<file path="config.mk">
export PLATFORM = sky130hd
export DESIGN_NAME = div_seq_32
export DESIGN_NICKNAME = d
export VERILOG_FILES = /design/src/rtl/div_seq_32_pkg.sv /design/src/rtl/div_trial_sub.sv /design/src/rtl/div_seq_32.sv
export SDC_FILE = /design/constraint.sdc
export NUM_CORES = 1
export LEC_CHECK = 0
export BUFFER_PORTS_ARGS = -buffer_cell sky130_fd_sc_hd__buf_2
export CAP_MARGIN = 20
export CORE_MARGIN = 1.5
export CORE_UTILIZATION = 25
export DETAILED_ROUTE_END_ITERATION = 8
export PLACE_DENSITY = 0.44
export SLEW_MARGIN = 40
export SYNTH_ARGS = -nofsm -noshare
export SYNTH_HDL_FRONTEND = slang
export SYNTH_SLANG_ARGS = --single-unit
</file>
<file path="constraint.sdc">
create_clock -name CLK -period 6.6 [get_ports CLK]
set_input_delay 1.32 -clock CLK [delete_from_list [all_inputs] [get_ports CLK]]
set_output_delay 1.32 -clock CLK [all_outputs]
set_load 0.01 [all_outputs]
</file>
<file path="src/rtl/div_seq_32_pkg.sv">
// Shared definitions for the sequential restoring divider: state encodings,
// width constants and two's-complement helpers.
package div_seq_32_pkg;

    localparam int DATA_WIDTH = 32;
    localparam logic [DATA_WIDTH-1:0] DIV_ZERO_QUOTIENT = '1;

    typedef enum logic [1:0] {
        DIV_ST_IDLE   = 2'd0,
        DIV_ST_CALC   = 2'd1,
        DIV_ST_FIXUP  = 2'd2,
        DIV_ST_FINISH = 2'd3
    } div_state_e;

    function automatic logic [DATA_WIDTH-1:0] twos_neg(input logic [DATA_WIDTH-1:0] v);
        return ~v + 1'b1;
    endfunction

    // 32'h80000000 maps to 2^31, which is still representable as unsigned.
    function automatic logic [DATA_WIDTH-1:0] magnitude(input logic [DATA_WIDTH-1:0] v);
        return v[DATA_WIDTH-1] ? twos_neg(v) : v;
    endfunction

endpackage

</file>
<file path="src/rtl/div_trial_sub.sv">
// Combinational trial subtraction for one restoring-division step:
// shifted partial remainder minus zero-extended divisor.
module div_trial_sub #(
    parameter int WIDTH = 32
) (
    input  logic [WIDTH:0]   shifted_i,
    input  logic [WIDTH-1:0] divisor_i,
    output logic [WIDTH:0]   trial_o,
    output logic             neg_o
);

    assign trial_o = shifted_i - {1'b0, divisor_i};
    assign neg_o   = trial_o[WIDTH];

endmodule

</file>
<file path="src/rtl/div_seq_32.sv">
// Sequential 32-bit restoring divider, one quotient bit per clock, with
// signed/unsigned operands and a START/BUSY/DONE handshake.
module div_seq_32
    import div_seq_32_pkg::*;
#(
    parameter int WIDTH = DATA_WIDTH,
    parameter int CNT_W = 5
) (
    input  logic             CLK,
    input  logic             RST,
    input  logic             START,
    input  logic             SIGNED,
    input  logic [WIDTH-1:0] DIVIDEND,
    input  logic [WIDTH-1:0] DIVISOR,
    output logic [WIDTH-1:0] QUOTIENT,
    output logic [WIDTH-1:0] REMAINDER,
    output logic             BUSY,
    output logic             DONE,
    output logic             DIV_BY_ZERO
);

    div_state_e       state_q, state_d;
    logic [CNT_W-1:0] cnt_q, cnt_d;
    logic [WIDTH-1:0] r_q, r_d;
    logic [WIDTH-1:0] q_q, q_d;
    logic [WIDTH-1:0] d_q, d_d;
    logic             neg_q_q, neg_q_d;
    logic             neg_r_q, neg_r_d;
    logic [WIDTH-1:0] quot_q, quot_d;
    logic [WIDTH-1:0] rem_q, rem_d;
    logic             dbz_q, dbz_d;

    logic [WIDTH:0]   shifted;
    logic [WIDTH:0]   trial;
    logic             trial_neg;

    assign shifted = {r_q, q_q[WIDTH-1]};

    div_trial_sub #(.WIDTH(WIDTH)) u_trial_sub (
        .shifted_i (shifted),
        .divisor_i (d_q),
        .trial_o   (trial),
        .neg_o     (trial_neg)
    );

    always_comb begin
        state_d = state_q;
        cnt_d   = cnt_q;
        r_d     = r_q;
        q_d     = q_q;
        d_d     = d_q;
        neg_q_d = neg_q_q;
        neg_r_d = neg_r_q;
        quot_d  = quot_q;
        rem_d   = rem_q;
        dbz_d   = dbz_q;

        case (state_q)
            DIV_ST_IDLE: begin
                if (START) begin
                    if (DIVISOR != '0) begin
                        q_d     = SIGNED ? magnitude(DIVIDEND) : DIVIDEND;
                        d_d     = SIGNED ? magnitude(DIVISOR) : DIVISOR;
                        neg_q_d = SIGNED & (DIVIDEND[WIDTH-1] ^ DIVISOR[WIDTH-1]);
                        neg_r_d = SIGNED & DIVIDEND[WIDTH-1];
                        r_d     = '0;
                        cnt_d   = CNT_W'(WIDTH - 1);
                        dbz_d   = 1'b0;
                        state_d = DIV_ST_CALC;
                    end else begin
                        // Results are written now so they are valid alongside DONE.
                        q_d     = DIVIDEND;
                        quot_d  = DIV_ZERO_QUOTIENT;
                        rem_d   = DIVIDEND;
                        dbz_d   = 1'b1;
                        state_d = DIV_ST_FINISH;
                    end
                end
            end
            DIV_ST_CALC: begin
                r_d   = trial_neg ? shifted[WIDTH-1:0] : trial[WIDTH-1:0];
                q_d   = {q_q[WIDTH-2:0], ~trial_neg};
                cnt_d = cnt_q - 1'b1;
                if (cnt_q == '0) begin
                    state_d = DIV_ST_FIXUP;
                end
            end
            DIV_ST_FIXUP: begin
                quot_d  = neg_q_q ? twos_neg(q_q) : q_q;
                rem_d   = neg_r_q ? twos_neg(r_q) : r_q;
                state_d = DIV_ST_FINISH;
            end
            DIV_ST_FINISH: begin
                state_d = DIV_ST_IDLE;
            end
            default: begin
                state_d = DIV_ST_IDLE;
            end
        endcase
    end

    always_ff @(posedge CLK or posedge RST) begin
        if (RST) begin
            state_q <= DIV_ST_IDLE;
            cnt_q   <= '0;
            r_q     <= '0;
            q_q     <= '0;
            d_q     <= '0;
            neg_q_q <= 1'b0;
            neg_r_q <= 1'b0;
            quot_q  <= '0;
            rem_q   <= '0;
            dbz_q   <= 1'b0;
        end else begin
            state_q <= state_d;
            cnt_q   <= cnt_d;
            r_q     <= r_d;
            q_q     <= q_d;
            d_q     <= d_d;
            neg_q_q <= neg_q_d;
            neg_r_q <= neg_r_d;
            quot_q  <= quot_d;
            rem_q   <= rem_d;
            dbz_q   <= dbz_d;
        end
    end

    assign QUOTIENT    = quot_q;
    assign REMAINDER   = rem_q;
    assign DIV_BY_ZERO = dbz_q;
    assign BUSY        = (state_q == DIV_ST_CALC) || (state_q == DIV_ST_FIXUP);
    assign DONE        = (state_q == DIV_ST_FINISH);

endmodule

</file>
Word level (Yosys, flattened, before mapping)
Cells that the tools add are included.
{ "op_classes": {"eq_ne": 7, "bitwise": 8, "n_reduce_logical": 12, "addsub": 6, "n_mux": 27} }
{ "op_table": {"columns": ["op", "count"], "rows": [
  ["$mux 32", 15],
  ["$pmux 32 s2", 4],
  ["$add 32x1->32 const B", 4],
  ["$not 32->32", 4],
  ["$sub 33x32->33", 1],
  ["$reduce_bool 32->1", 1],
  ["$mux 5", 2],
  ["$pmux 5 s2", 1],
  ["$reduce_and 3->1", 3],
  ["$ne 2x2->1 const B", 4],
  ["$pmux 2 s4", 1],
  ["$mux 2", 3],
  ["$reduce_and 2->1", 3],
  ["$logic_not 5->1", 1],
  ["$sub 5x1->5 const B", 1],
  ["$eq 2x2->1 const B", 2],
  ["$reduce_bool 2->1", 2],
  ["$and 1x1->1", 2],
  ["$eq 2x1->1 const B", 1],
  ["$logic_not 2->1", 1],
  ["$logic_or 1x1->1", 1],
  ["$mux 1", 1],
  ["$not 1->1", 1],
  ["$xor 1x1->1", 1]
]} }
{ "word_totals": {"register_bits": 170, "wordCells": 70, "output_inout_bits": 67} }

Longest topological paths before layout
Gate-level depths: netlist of the first run.
{ "logic_depth": {"word_depth": 7, "mapped_depth": 14, "mapped_depth_nobuf": 12} }

Cells and area by module
Synthesis of the first run repeated with hierarchy kept, for this count alone.
{ "unflattened": {"cells_unflattened": 1446, "hier_area_um2": 12220.5} }
{ "modules_own_cells": {"columns": ["module", "area_per_inst_um2", "cells_per_inst", "instances"], "rows": [
  ["div_seq_32", 10002.1, 1118, 1],
  ["div_trial_sub", 2218.4, 328, 1]
]} }

Worst setup path before layout of the first run
No wires, ideal clock.
{ "synth_timing": {"path_kind": "in2reg", "startpoint": "input port DIVISOR[21]", "endpoint": "register r_q[23]", "setup_slack_ps": 2891, "t_arrival_ps": 3570, "setup_ps": 138, "path_stages": 11, "path_cell_list": "or4_1 nor4_2 nand4b_1 nand2_1 and2_1 buf_2 nor2_1 clkbuf_1 clkbuf_1 o211ai_1 o211ai_1"} }
{ "synth_via": {"elab_chain_len": 3} }
{ "synth_rtl": {"columns": ["element", "line_no", "text"], "rows": [
  ["start, declared", "div_seq_32.sv:14", "input logic [WIDTH-1:0] DIVISOR,"],
  ["$reduce_bool 32->1", "div_seq_32.sv:61", "if (DIVISOR != '0) begin"],
  ["$ne 2x2->1 (no source line)", null, null],
  ["$reduce_and 3->1 (no source line)", null, null],
  ["end signal, assigned", "div_seq_32.sv:117", "r_q <= r_d;"],
  ["end, declared", "div_seq_32.sv:24", "logic [WIDTH-1:0] r_q, r_d;"]
]} }
Every way passes these cells.
A chain may end at the register's enable or synchronous reset.

Worst setup path after layout of the first run
{ "layout_timing": {"startpoint": "register d_q[0]", "endpoint": "register r_q[25]"} }
{ "layout_via": {"elab_chain_len": 3} }
{ "layout_rtl": {"columns": ["element", "line_no", "text"], "rows": [
  ["start, declared", "div_seq_32.sv:26", "logic [WIDTH-1:0] d_q, d_d;"],
  ["start signal, assigned", "div_seq_32.sv:108", "d_q <= '0;"],
  ["start signal, assigned", "div_seq_32.sv:119", "d_q <= d_d;"],
  ["$sub 33x32->33", "div_trial_sub.sv:12", "assign trial_o = shifted_i - {1'b0, divisor_i};"],
  ["$mux 32", "div_seq_32.sv:81", "r_d = trial_neg ? shifted[WIDTH-1:0] : trial[WIDTH-1:0];"],
  ["$pmux 32 s2", "div_seq_32.sv:58", "case (state_q)"]
]} }
Every way passes these cells.

==> results of run 1 <==
## cells by family after synthesis
| logic type | share of synthesized area [%] |
|---|---|
| muxes | 2.097 |
| and+or+nand+nor | 18.20 |
| xor gates and xnor gates | 11.01 |
| AOI/OAI and AO/OA | 23.10 |
| DFF | 36.38 |
| adders and majority gates | 4.666 |
| buffers and inverters | 4.537 |
## registers in the layout (all words and copies together), names as in the netlist
name and cells:
QUOTIENT 32, REMAINDER 32, d_q 32, q_q 32
r_q 32, cnt_q 5, state_q 2, DIV_BY_ZERO 1
neg_q_q 1, neg_r_q 1
## critical path, stage by stage (launching register included)
cell and delay [ns]:
sky130_fd_sc_hd__dfrtp_1 0.45, sky130_fd_sc_hd__ha_1 0.24, sky130_fd_sc_hd__fa_1 0.39, sky130_fd_sc_hd__nand2b_1 0.19
sky130_fd_sc_hd__a21oi_1 0.19, sky130_fd_sc_hd__o211ai_1 0.17, sky130_fd_sc_hd__o31ai_1 0.39, sky130_fd_sc_hd__a2111oi_2 0.18
sky130_fd_sc_hd__o31ai_2 0.43, sky130_fd_sc_hd__mux2i_2 0.27, sky130_fd_sc_hd__buf_4 0.41, sky130_fd_sc_hd__o21ai_0 0.17
sky130_fd_sc_hd__a32o_1 0.28
## final cells by class
cell class,instances,area [um2],share of cell area (%)
diodes,1,2.502,0.01846
repair buffers,148,779.5,5.750
inverters,61,236.5,1.745
well taps,607,759.5,5.603
clock buffers,18,439.2,3.240
flip-flops and latches,170,4257,31.40
clock inverters,14,111.4,0.8215
multi-input cells,1121,6970,51.42
## metrics by stage
| step | hold WS (ns) | total power [mW] | instances |
|---|---|---|---|
| 2_1_floorplan | 0.4498 | 3.587 | 1431 |
| 4_1_cts | 0.4697 | 5.471 | 2139 |
| 6_report | 0.4646 | 5.391 | 2140 |
| 3_5_place_dp | 0.4527 | 4.468 | 2107 |
| 3_3_place_gp | 0.4565 | 4.434 | 2107 |
| 5_1_grt | 0.4925 | 5.877 | 2140 |
## power breakdown
part | total (mW) | switching, mW | internal [mW]
sequential | 1.79 | 0.360 | 1.44
clock | 0.982 | 0.484 | 0.498
combinational | 2.61 | 1.63 | 0.978
total | 5.39 | 2.48 | 2.91
## layout by cell type, fill, tap and decap left out, types with 30 or more instances in the layout
| cell type | netlist | final |
|---|---|---|
| sky130_fd_sc_hd__xor2_1 | 88 | 88 |
| sky130_fd_sc_hd__nand2_1 | 206 | 205 |
| sky130_fd_sc_hd__o21ai_0 | 156 | 156 |
| sky130_fd_sc_hd__buf_2 | 4 | 134 |
| sky130_fd_sc_hd__xnor2_1 | 59 | 59 |
| sky130_fd_sc_hd__inv_1 | 59 | 58 |
| sky130_fd_sc_hd__o211ai_1 | 42 | 42 |
| sky130_fd_sc_hd__dfrtp_1 | 170 | 168 |
| sky130_fd_sc_hd__a31oi_1 | 30 | 30 |
| sky130_fd_sc_hd__ha_1 | 42 | 41 |
| sky130_fd_sc_hd__nor2_1 | 122 | 121 |
| sky130_fd_sc_hd__a21oi_1 | 94 | 92 |
## final timing paths
kind	cells after the start	to	from
setup reg to reg	12	r_q[25]	d_q[0]
hold reg to reg	2	REMAINDER[14]	REMAINDER[14]
hold / removal	2	REMAINDER[14]	REMAINDER[14]
min in group asynchronous	2	q_q[24]	RST
setup / recovery	12	r_q[25]	d_q[0]
max in group asynchronous	3	neg_r_q	RST
## cells in the mapped netlist (15+ instances only)
| library cell | number |
|---|---|
| sky130_fd_sc_hd__nor2_1 | 122 |
| sky130_fd_sc_hd__inv_1 | 59 |
| sky130_fd_sc_hd__ha_1 | 42 |
| sky130_fd_sc_hd__xnor2_1 | 59 |
| sky130_fd_sc_hd__nand2b_1 | 15 |
| sky130_fd_sc_hd__nor3_1 | 21 |
| sky130_fd_sc_hd__o21ai_0 | 156 |
| sky130_fd_sc_hd__a31oi_1 | 30 |
| sky130_fd_sc_hd__xor2_1 | 88 |
| sky130_fd_sc_hd__a21oi_1 | 94 |
| sky130_fd_sc_hd__mux2i_1 | 20 |
| sky130_fd_sc_hd__nand2_1 | 206 |
| sky130_fd_sc_hd__o31ai_1 | 29 |
| sky130_fd_sc_hd__dfrtp_1 | 170 |
| sky130_fd_sc_hd__o211ai_1 | 42 |
| sky130_fd_sc_hd__clkbuf_1 | 67 |
| sky130_fd_sc_hd__nand3_1 | 16 |
| sky130_fd_sc_hd__or3_1 | 24 |
## metal layers
layer / wire length [um] / share of wire, %
met4: 521 / 1.4
met1: 18240 / 51
met5: 0 / 0
met2: 15780 / 44
met3: 1402 / 3.9
==> insert_results.sql, run 1 <==
INSERT INTO impl_metrics (metric_group, metric, value, unit) VALUES
('logic_synthesis', 'yosysWarnings', '0', ''),
('clock_tree', 'post_cts_resize_count', '0', ''),
('power', 'power.ir.vdd_worst', '0.2121', 'mV'),
('drt', 'drt-wirelength-per-cell', '16.79', 'um'),
('cells_and_area', 'layout.core_utilization', '29.24', '%'),
('logic_synthesis', 'yosys_most_used_dff', 'sky130_fd_sc_hd__dfrtp_1', ''),
('worst_hold_path', 'hold_removal_path_class', 'reg -> reg', ''),
('setup_path', 'timing.critical_path.arrival', '4.25', 'ns'),
('die', 'core.rowCount', '79', ''),
('logic_synthesis', 'synth_edf_count', '0', ''),
('clock_tree', 'worst_skew_pair.late_latency', '0.47', 'ns'),
('timing', 'finalSetupViolations', '0', ''),
('setup_path', 'setup.worst_path.class', 'reg -> reg', ''),
('grt', 'globalRoute.totalOverflow', '0', ''),
('logic_synthesis', 'synth-seq-cells', '170', ''),
('drt', 'drt_wl_total', '35.94', 'mm'),
('timing', 'grt_setup_unrepaired', 'false', ''),
('logic_synthesis', 'postSynthNetCount', '1542', ''),
('placement', 'placedInstanceArea', '12990', 'um2'),
('flow_run', 'cap_viol_max_count', '0', ''),
('timing', 'finalHoldViolations', '0', ''),
('grt', 'vias_in_the_first_global_route', '9855', ''),
('timing', 'worstMarginPinSlew', '0.7650', 'ns'),
('grt', 'antenna_found_initial', '2', ''),
('clock_tree', 'tritoncts', 'done', ''),
('die', 'floorplan_die_area', '48080', 'um2'),
('drt', 'routed-via-count', '10360', ''),
('cells_and_area', 'nNetsFinal', '1630', ''),
('drt', 'drtIter0Drc', '654', ''),
('timing', 'slew_viol_final', '0', ''),
('timing', 'totalNegativeSetupSlack', '0', 'ns'),
('logic_synthesis', 'syn-mean-instance-area', '8.171', 'um2'),
('cells_and_area', 'post_route_cells_drive_above_1_share', '14.43', '%'),
('placement', 'dpl.hpwl', '27.14', 'mm'),
('die', 'floorplan.die.height', '219.3', 'um'),
('logic_synthesis', 'seq_area_frac_synth', '36.38', '%'),
('outcome', 'status', 'complete, no violations', ''),
('logic_synthesis', 'synth.cell_area', '11690', 'um2'),
('cells_and_area', 'final.fill_count', '5043', ''),
('cells_and_area', 'design_area', '13560', 'um2'),
('logic_synthesis', 'netlist.top_cell.by_area', 'sky130_fd_sc_hd__dfrtp_1', ''),
('power', 'power-per-cell-area', '397.7', 'nW/um2'),
('placement', 'portBuffers', '134', ''),
('clock_tree', 'cts.sinks', '170', ''),
('clock_tree', 'cts_htree_levels', '4', ''),
('setup_path', 'worst_ep_required_time', '6.95', 'ns'),
('die', 'fp.dieW', '219.3', 'um'),
('grt', 'gr-usage-met2', '23.21', '%'),
('drt', 'ant_nets', '0', ''),
('grt', 'globalRoute.busiestLayer', 'met2', ''),
('grt', 'globalRouteMet1Util', '21.91', '%'),
('drt', 'post_drt_via_cell_ratio', '4.840', ''),
('cells_and_area', 'area_growth', '15.93', '%'),
('timing', 'fin_worst_setup_slack', '2.695', 'ns'),
('logic_synthesis', 'ys_async_sr_fraction', '100.0', '%'),
('die', 'placeableCoreArea', '46360', 'um2'),
('clock_tree', 'clock_tree.buffer_depth', '2', ''),
('timing', 'slew_headroom', '49.00', '%'),
('logic_synthesis', 'synth_area_leaders', 'sky130_fd_sc_hd__dfrtp_1 36%, sky130_fd_sc_hd__o21ai_0 6.7%, sky130_fd_sc_hd__nand2_1 6.6%', ''),
('timing', 'post-route-min-period', '3.905', 'ns'),
('clock_tree', 'cts.clk_slew.worst_paths', '0.07', 'ns'),
('timing', 'fmaxAchievable', '256.1', 'MHz'),
('setup_path', 'crit_path_start_kind', 'flop', ''),
('grt', 'grt_max_degree', '84', ''),
('setup_path', 'timing.critical_path.fanout_max', '41', ''),
('clock_tree', 'tritoncts.num_buffers', '17', ''),
('clock_tree', 'cts_hold_repair.buffers', '0', ''),
('setup_path', 'worst-r2r-setup-slack', '2.69', 'ns'),
('die', 'floorplan.initialDensity', '25.22', '%'),
('power', 'leakage_dissipation', '5.728', 'nW'),
('logic_synthesis', 'synth_top_area_share', '36.38', '%');
Note: power is estimated with default switching activity, not from simulation.
==> run 2, diff against run 1 <==
==> constraint.sdc (replaced) <==
create_clock -name CLK -period 3.63 [get_ports CLK]
set_input_delay 0.726 -clock CLK [delete_from_list [all_inputs] [get_ports CLK]]
set_output_delay 0.726 -clock CLK [all_outputs]
set_load 0.01 [all_outputs]
==> insert_results.sql, run 2 (synthesis results as in run 1) <==
INSERT INTO impl_metrics (metric_group, metric, value, unit) VALUES
('drt', 'routed-via-count', '10510', ''),
('clock_tree', 'cts.clk_slew.worst_paths', '0.07', 'ns'),
('timing', 'slew_headroom', '48.99', '%'),
('grt', 'first_pass_grt_wire_length', '56.98', 'mm'),
('die', 'floorplan.initialDensity', '25.22', '%'),
('setup_path', 'setup.worst_path.end_class', 'flop', ''),
('setup_path', 'crit_path_start_kind', 'flop', ''),
('die', 'floorplan.die.height', '219.3', 'um'),
('drt', 'drcViolationCount', '0', ''),
('timing', 'finalHoldViolations', '0', ''),
('cells_and_area', 'area_growth', '19.58', '%'),
('setup_path', 'cp_num_cells', '14', ''),
('setup_path', 'worst_ep_required_time', '3.97', 'ns'),
('setup_path', 'r2r-start', 'q_q[31]', ''),
('drt', 'ant_nets', '0', ''),
('timing', 'slew_viol_final', '0', ''),
('clock_tree', 'clock_tree.buffer_depth', '2', ''),
('clock_tree', 'clk_root_buffer_cell', 'sky130_fd_sc_hd__clkbuf_16', ''),
('setup_path', 'setup.worst_path.class', 'reg -> reg', ''),
('grt', 'vias_in_the_first_global_route', '10070', ''),
('die', 'floorplan_die_area', '48080', 'um2'),
('worst_hold_path', 'hold_removal_path_class', 'in -> async', ''),
('grt', 'globalRouteMet1Util', '22.14', '%'),
('clock_tree', 'tritoncts.num_buffers', '17', ''),
('grt', 'globalRoute.totalOverflow', '0', ''),
('clock_tree', 'cts.sinks', '170', ''),
('setup_path', 'worst_r2r_path_depth', '14', ''),
('timing', 'finalSetupViolations', '0', ''),
('clock_tree', 'post_cts_resize_count', '0', ''),
('power', 'power-per-cell-area', '715.9', 'nW/um2'),
('drt', 'firstDrtPassIters', '5', ''),
('timing', 'final_min_period_over_clock_period', '92.79', '%'),
('timing', 'timing.clock.skew', '0.009476', 'ns'),
('cells_and_area', 'layout_commonest_cell', 'sky130_fd_sc_hd__nand2_1', ''),
('cells_and_area', 'layout_common_cells', '205 x sky130_fd_sc_hd__nand2_1, 169 x sky130_fd_sc_hd__dfrtp_1, 156 x sky130_fd_sc_hd__o21ai_0, 134 x sky130_fd_sc_hd__buf_2, 121 x sky130_fd_sc_hd__nor2_1', ''),
('die', 'core.rowCount', '79', ''),
('grt', 'total_routing_usage_gr', '15.22', '%'),
('cells_and_area', 'post_route_cells_drive_above_1_share', '16.62', '%'),
('cells_and_area', 'nNetsFinal', '1675', ''),
('timing', 'fin_worst_hold_slack', '0.3178', 'ns'),
('placement', 'dpl.cell_count', '2152', ''),
('timing', 'worstMarginPinSlew', '0.7640', 'ns'),
('setup_path', 'timing.critical_path.cells', 'inv_1 -> ha_1 -> fa_1 -> nand2b_1 -> a21oi_1 -> o211ai_1 -> o31ai_1 -> buf_4 -> a2111oi_2 -> o31ai_2 -> mux2i_2 -> buf_4 -> o21ai_0 -> a32o_1', ''),
('die', 'placeableCoreArea', '46360', 'um2'),
('grt', 'globalRoute.busiestLayer', 'met2', ''),
('cells_and_area', 'stdcell_count', '2183', ''),
('clock_tree', 'tritoncts', 'done', ''),
('placement', 'portBuffers', '134', ''),
('clock_tree', 'post-cts-setup-buffer-count', '0', ''),
('drt', 'post_drt_via_cell_ratio', '4.815', ''),
('clock_tree', 'worst_skew_pair.late_latency', '0.46', 'ns'),
('power', 'power.ir.vdd_worst', '0.3487', 'mV'),
('clock_tree', 'cts_hold_repair.buffers', '0', ''),
('grt', 'antenna_found_initial', '1', ''),
('setup_path', 'timing.critical_path.arrival', '3.71', 'ns'),
('timing', 'grt_setup_unrepaired', 'false', ''),
('flow_run', 'cap_viol_max_count', '0', ''),
('timing', 'fmaxAchievable', '296.9', 'MHz'),
('setup_path', 'critical_path.max_stage_delay', '0.40', 'ns'),
('setup_path', 'path_delay_family', 'compound AO/OA/AOI/OAI gates', ''),
('placement', 'gp_routability_congestion', '0.7888', ''),
('setup_path', 'crit_slowest_cell', 'sky130_fd_sc_hd__fa_1', ''),
('grt', 'grt_max_degree', '71', ''),
('setup_path', 'cp.buffers_inverters', '3', ''),
('power', 'leakage_dissipation', '5.960', 'nW'),
('setup_path', 'worst_setup_path_startpoint', 'q_q[31]', ''),
('clock_tree', 'cts_htree_levels', '4', ''),
('drt', 'drtIter0Drc', '542', ''),
('cells_and_area', 'final.fill_count', '4990', ''),
('die', 'ios', '135', ''),
('setup_path', 'critPathMostFrequentCell', 'sky130_fd_sc_hd__buf_4', ''),
('grt', 'grt.met3_usage', '2.287', '%'),
('timing', 'post-route-min-period', '3.368', 'ns'),
('cells_and_area', 'antenna-diode-count', '0', ''),
('setup_path', 'timing.critical_path.fanout_max', '7', ''),
('outcome', 'status', 'complete, no violations', ''),
('die', 'fp.dieW', '219.3', 'um'),
('grt', 'gr-usage-met2', '23.29', '%'),
('drt', 'drt-wirelength-per-cell', '16.54', 'um'),
('drt', 'drt_wl_total', '36.10', 'mm'),
('placement', 'dpl.hpwl', '28.44', 'mm');
## run 2: changes by cell type in the layout (fill, tap and decap cells not counted), sizes merged
cell      change
buf          +45
bufinv        +1
clkbuf        +1
clkinv        -4
clkinvlp      +5
diode         -1
inv           -4
## run 2: path summary, 6_finish.rpt
check | endpoint | slack [ns]
min | QUOTIENT[22] | 0.32
max in group asynchronous | QUOTIENT[5] | 2.47
min in group CLK | REMAINDER[14] | 0.47
max reg2reg | r_q[25] | 0.26
max | r_q[25] | 0.26
min reg2reg | REMAINDER[14] | 0.47
## run 2: metrics by stage
stage / TNS, ns / cell area (um2) / util (%) / setup slack, ns / total power [mW]
after floorplan: 0 / 11700 / - / 0.2377 / 6.523
after global placement: -0.01635 / 13400 / 28.90 / -0.01635 / 8.243
after detailed placement: 0 / 13400 / 28.91 / 0.05844 / 8.293
after CTS: 0 / 13970 / 30.14 / 0.1815 / 10.15
after global routing: 0 / 13980 / 30.16 / 0.01107 / 10.91
final: 0 / 13980 / 30.16 / 0.2616 / 10.01
## run 2: per-layer routing
| layer | vias up | wire [um] |
|---|---|---|
| met1 | 4953 | 18640 |
| li1 | 5339 | - |
| met2 | 192 | 15780 |
| met5 | - | 0 |
| met4 | 0 | 490 |
| met3 | 27 | 1186 |
## run 2: cell type report
class	count	area, um2	share of cell area [%]
inverters	61	232.7	1.664
clock inverters	12	117.6	0.8412
multi-input cells	1121	6968	49.83
well taps	607	759.5	5.432
repair buffers	193	1196	8.555
clock buffers	19	452.9	3.239
flip-flops and latches	170	4255	30.43
## run 2: power breakdown
group	internal [mW]	total, mW	switching (mW)
combinational	1.93	4.98	3.04
clock	0.983	1.82	0.840
sequential	2.61	3.21	0.601
==> run 3, diff against run 2 <==
--- a/config.mk
+++ b/config.mk
@@ -11,6 +11,7 @@
 export CORE_UTILIZATION = 25
 export DETAILED_ROUTE_END_ITERATION = 8
 export PLACE_DENSITY = 0.44
+export SETUP_SLACK_MARGIN = 0.5
 export SLEW_MARGIN = 40
 export SYNTH_ARGS = -nofsm -noshare
 export SYNTH_HDL_FRONTEND = slang
==> insert_results.sql, run 3 (synthesis results as in run 1) <==
INSERT INTO impl_metrics (metric_group, metric, value, unit) VALUES
('timing', 'fin_worst_hold_slack', '0.3515', 'ns'),
('clock_tree', 'cts.sinks', '170', ''),
('die', 'ios', '135', ''),
('timing', 'timing.clock.skew', '0.01124', 'ns'),
('worst_hold_path', 'hold_removal_path_class', 'in -> async', ''),
('power', 'power.ir.vdd_worst', '0.3613', 'mV'),
('timing', 'final_min_period_over_clock_period', '89.93', '%'),
('power', 'leakage_dissipation', '6.185', 'nW'),
('clock_tree', 'tritoncts.num_buffers', '17', ''),
('power', 'power.total', '10.40', 'mW'),
('setup_path', 'crit_path_start_kind', 'flop', ''),
('setup_path', 'worst_ep_required_time', '3.98', 'ns'),
('timing', 'post-route-min-period', '3.265', 'ns'),
('drt', 'routed-via-count', '10640', ''),
('cells_and_area', 'layout_common_cells', '204 x sky130_fd_sc_hd__nand2_1, 164 x sky130_fd_sc_hd__dfrtp_1, 146 x sky130_fd_sc_hd__o21ai_0, 134 x sky130_fd_sc_hd__buf_2, 121 x sky130_fd_sc_hd__nor2_1', ''),
('cells_and_area', 'antenna-diode-count', '0', ''),
('clock_tree', 'clk_root_buffer_cell', 'sky130_fd_sc_hd__clkbuf_16', ''),
('grt', 'globalRoute.totalOverflow', '0', ''),
('cells_and_area', 'post_route_cells_drive_above_1_share', '20.80', '%'),
('clock_tree', 'cts_hold_repair.buffers', '0', ''),
('timing', 'slew_viol_final', '0', ''),
('placement', 'portBuffers', '134', ''),
('grt', 'antenna_found_initial', '1', ''),
('flow_run', 'cap_viol_max_count', '0', ''),
('cells_and_area', 'stdcell_count', '2213', ''),
('setup_path', 'path_delay_family', 'compound AO/OA/AOI/OAI gates', ''),
('setup_path', 'critical_path.max_stage_delay', '0.39', 'ns'),
('timing', 'finalHoldViolations', '0', ''),
('drt', 'drtIter0Drc', '607', ''),
('setup_path', 'cp_num_cells', '16', ''),
('die', 'floorplan.initialDensity', '25.22', '%'),
('drt', 'firstDrtPassIters', '5', ''),
('setup_path', 'cp.buffers_inverters', '5', ''),
('grt', 'grt_max_degree', '69', ''),
('setup_path', 'timing.critical_path.cells', 'inv_2 -> ha_4 -> fa_2 -> nand2b_4 -> a21oi_4 -> o211ai_1 -> o31ai_2 -> buf_4 -> a2111oi_4 -> o31ai_2 -> mux2i_2 -> buf_4 -> or2_4 -> buf_12 -> buf_16 -> a31o_4', ''),
('clock_tree', 'worst_skew_pair.late_latency', '0.45', 'ns'),
('grt', 'total_routing_usage_gr', '15.68', '%'),
('die', 'floorplan.die.height', '219.3', 'um'),
('power', 'power-per-cell-area', '709.4', 'nW/um2'),
('clock_tree', 'tritoncts', 'done', ''),
('die', 'fp.dieW', '219.3', 'um'),
('cells_and_area', 'area_growth', '25.43', '%'),
('drt', 'drcViolationCount', '0', ''),
('placement', 'gp_routability_congestion', '0.8131', ''),
('clock_tree', 'cts.clk_slew.worst_paths', '0.07', 'ns'),
('timing', 'worstMarginPinSlew', '0.7758', 'ns'),
('setup_path', 'worst_r2r_path_depth', '16', ''),
('cells_and_area', 'layout_commonest_cell', 'sky130_fd_sc_hd__nand2_1', ''),
('drt', 'ant_nets', '0', ''),
('die', 'placeableCoreArea', '46360', 'um2'),
('timing', 'fmaxAchievable', '306.3', 'MHz'),
('clock_tree', 'clock_tree.buffer_depth', '2', ''),
('die', 'core.rowCount', '79', ''),
('clock_tree', 'cts_htree_levels', '4', ''),
('die', 'floorplan_die_area', '48080', 'um2'),
('placement', 'dpl.hpwl', '28.62', 'mm'),
('setup_path', 'timing.critical_path.arrival', '3.61', 'ns'),
('timing', 'totalNegativeSetupSlack', '0', 'ns'),
('cells_and_area', 'layout.core_utilization', '31.63', '%'),
('timing', 'slew_headroom', '48.16', '%'),
('cells_and_area', 'nNetsFinal', '1704', ''),
('grt', 'first_pass_grt_wire_length', '58.90', 'mm'),
('setup_path', 'crit_slowest_cell', 'sky130_fd_sc_hd__dfrtp_1', ''),
('grt', 'vias_in_the_first_global_route', '10330', ''),
('outcome', 'status', 'complete, no violations', ''),
('drt', 'post_drt_via_cell_ratio', '4.806', ''),
('drt', 'drt_wl_total', '37.67', 'mm'),
('timing', 'grt_setup_unrepaired', 'true', ''),
('placement', 'dpl.cell_count', '2146', ''),
('setup_path', 'timing.critical_path.fanout_max', '5', ''),
('setup_path', 'setup.worst_path.class', 'reg -> reg', ''),
('timing', 'finalSetupViolations', '0', ''),
('setup_path', 'setup.worst_path.end_class', 'flop', ''),
('drt', 'drt-wirelength-per-cell', '17.02', 'um');
==> run 3: changes by cell type in the layout (fill, tap and decap cells not counted), moves of 6 or more <==
cell / previous run / this run
sky130_fd_sc_hd__buf_4: 51 / 64
sky130_fd_sc_hd__buf_6: 2 / 13
sky130_fd_sc_hd__ha_1: 41 / 31
sky130_fd_sc_hd__o21ai_0: 156 / 146
sky130_fd_sc_hd__ha_4: 0 / 8
sky130_fd_sc_hd__o21ai_1: 8 / 14
==> run 3: per-layer routing <==
layer,share of wire (%),track usage (%),routed length (um)
met5,0.035,0,13
met2,45,24.68,16860
met1,51,22.77,19060
met3,3.6,1.871,1371
met4,0.97,3.425,367
==> run 3: layout make-up <==
type,count,area [um2]
multi-input cells,1121,7287
fillers,4947,31690
clock buffers,22,484.2
inverters,61,232.7
clock inverters,10,107.6
flip-flops and latches,170,4262
repair buffers,222,1533
well taps,607,759.5
==> run 3: where the power goes <==
group	internal, mW	leakage [nW]	total [mW]	switching (mW)
clock	1.03	0.281	1.89	0.860
combinational	2.09	3.88	5.28	3.20
sequential	2.61	2.03	3.23	0.620
==> run 3: timing repair <==
action                                  4_1_cts  5_1_grt
setup buffers                                19       11
hold endpoints to repair                      0        0
resized for setup                            49       35
pin swaps                                    17       44
gates cloned                                  4        1
endpoints found under the setup margin       37       46
==> run 3: worst paths after layout <==
check | endpoint | slack, ns | start
hold reg to reg | REMAINDER[16] | 0.47 | REMAINDER[16]
max in group asynchronous | r_q[5] | 2.46 | RST
min in group CLK | REMAINDER[16] | 0.47 | REMAINDER[16]
setup reg to reg | r_q[28] | 0.37 | q_q[31]
hold / removal | q_q[24] | 0.35 | RST
setup / recovery | r_q[28] | 0.37 | q_q[31]
==> run 3: per-stage QoR <==
| step | setup slack, ns | cell area (um2) |
|---|---|---|
| 2_1_floorplan | 0.5116 | 11710 |
| 3_3_place_gp | 0.1761 | 13350 |
| 3_5_place_dp | 0.1486 | 13360 |
| 4_1_cts | 0.3171 | 14390 |
| 5_1_grt | 0.2228 | 14670 |
| 6_report | 0.3654 | 14670 |
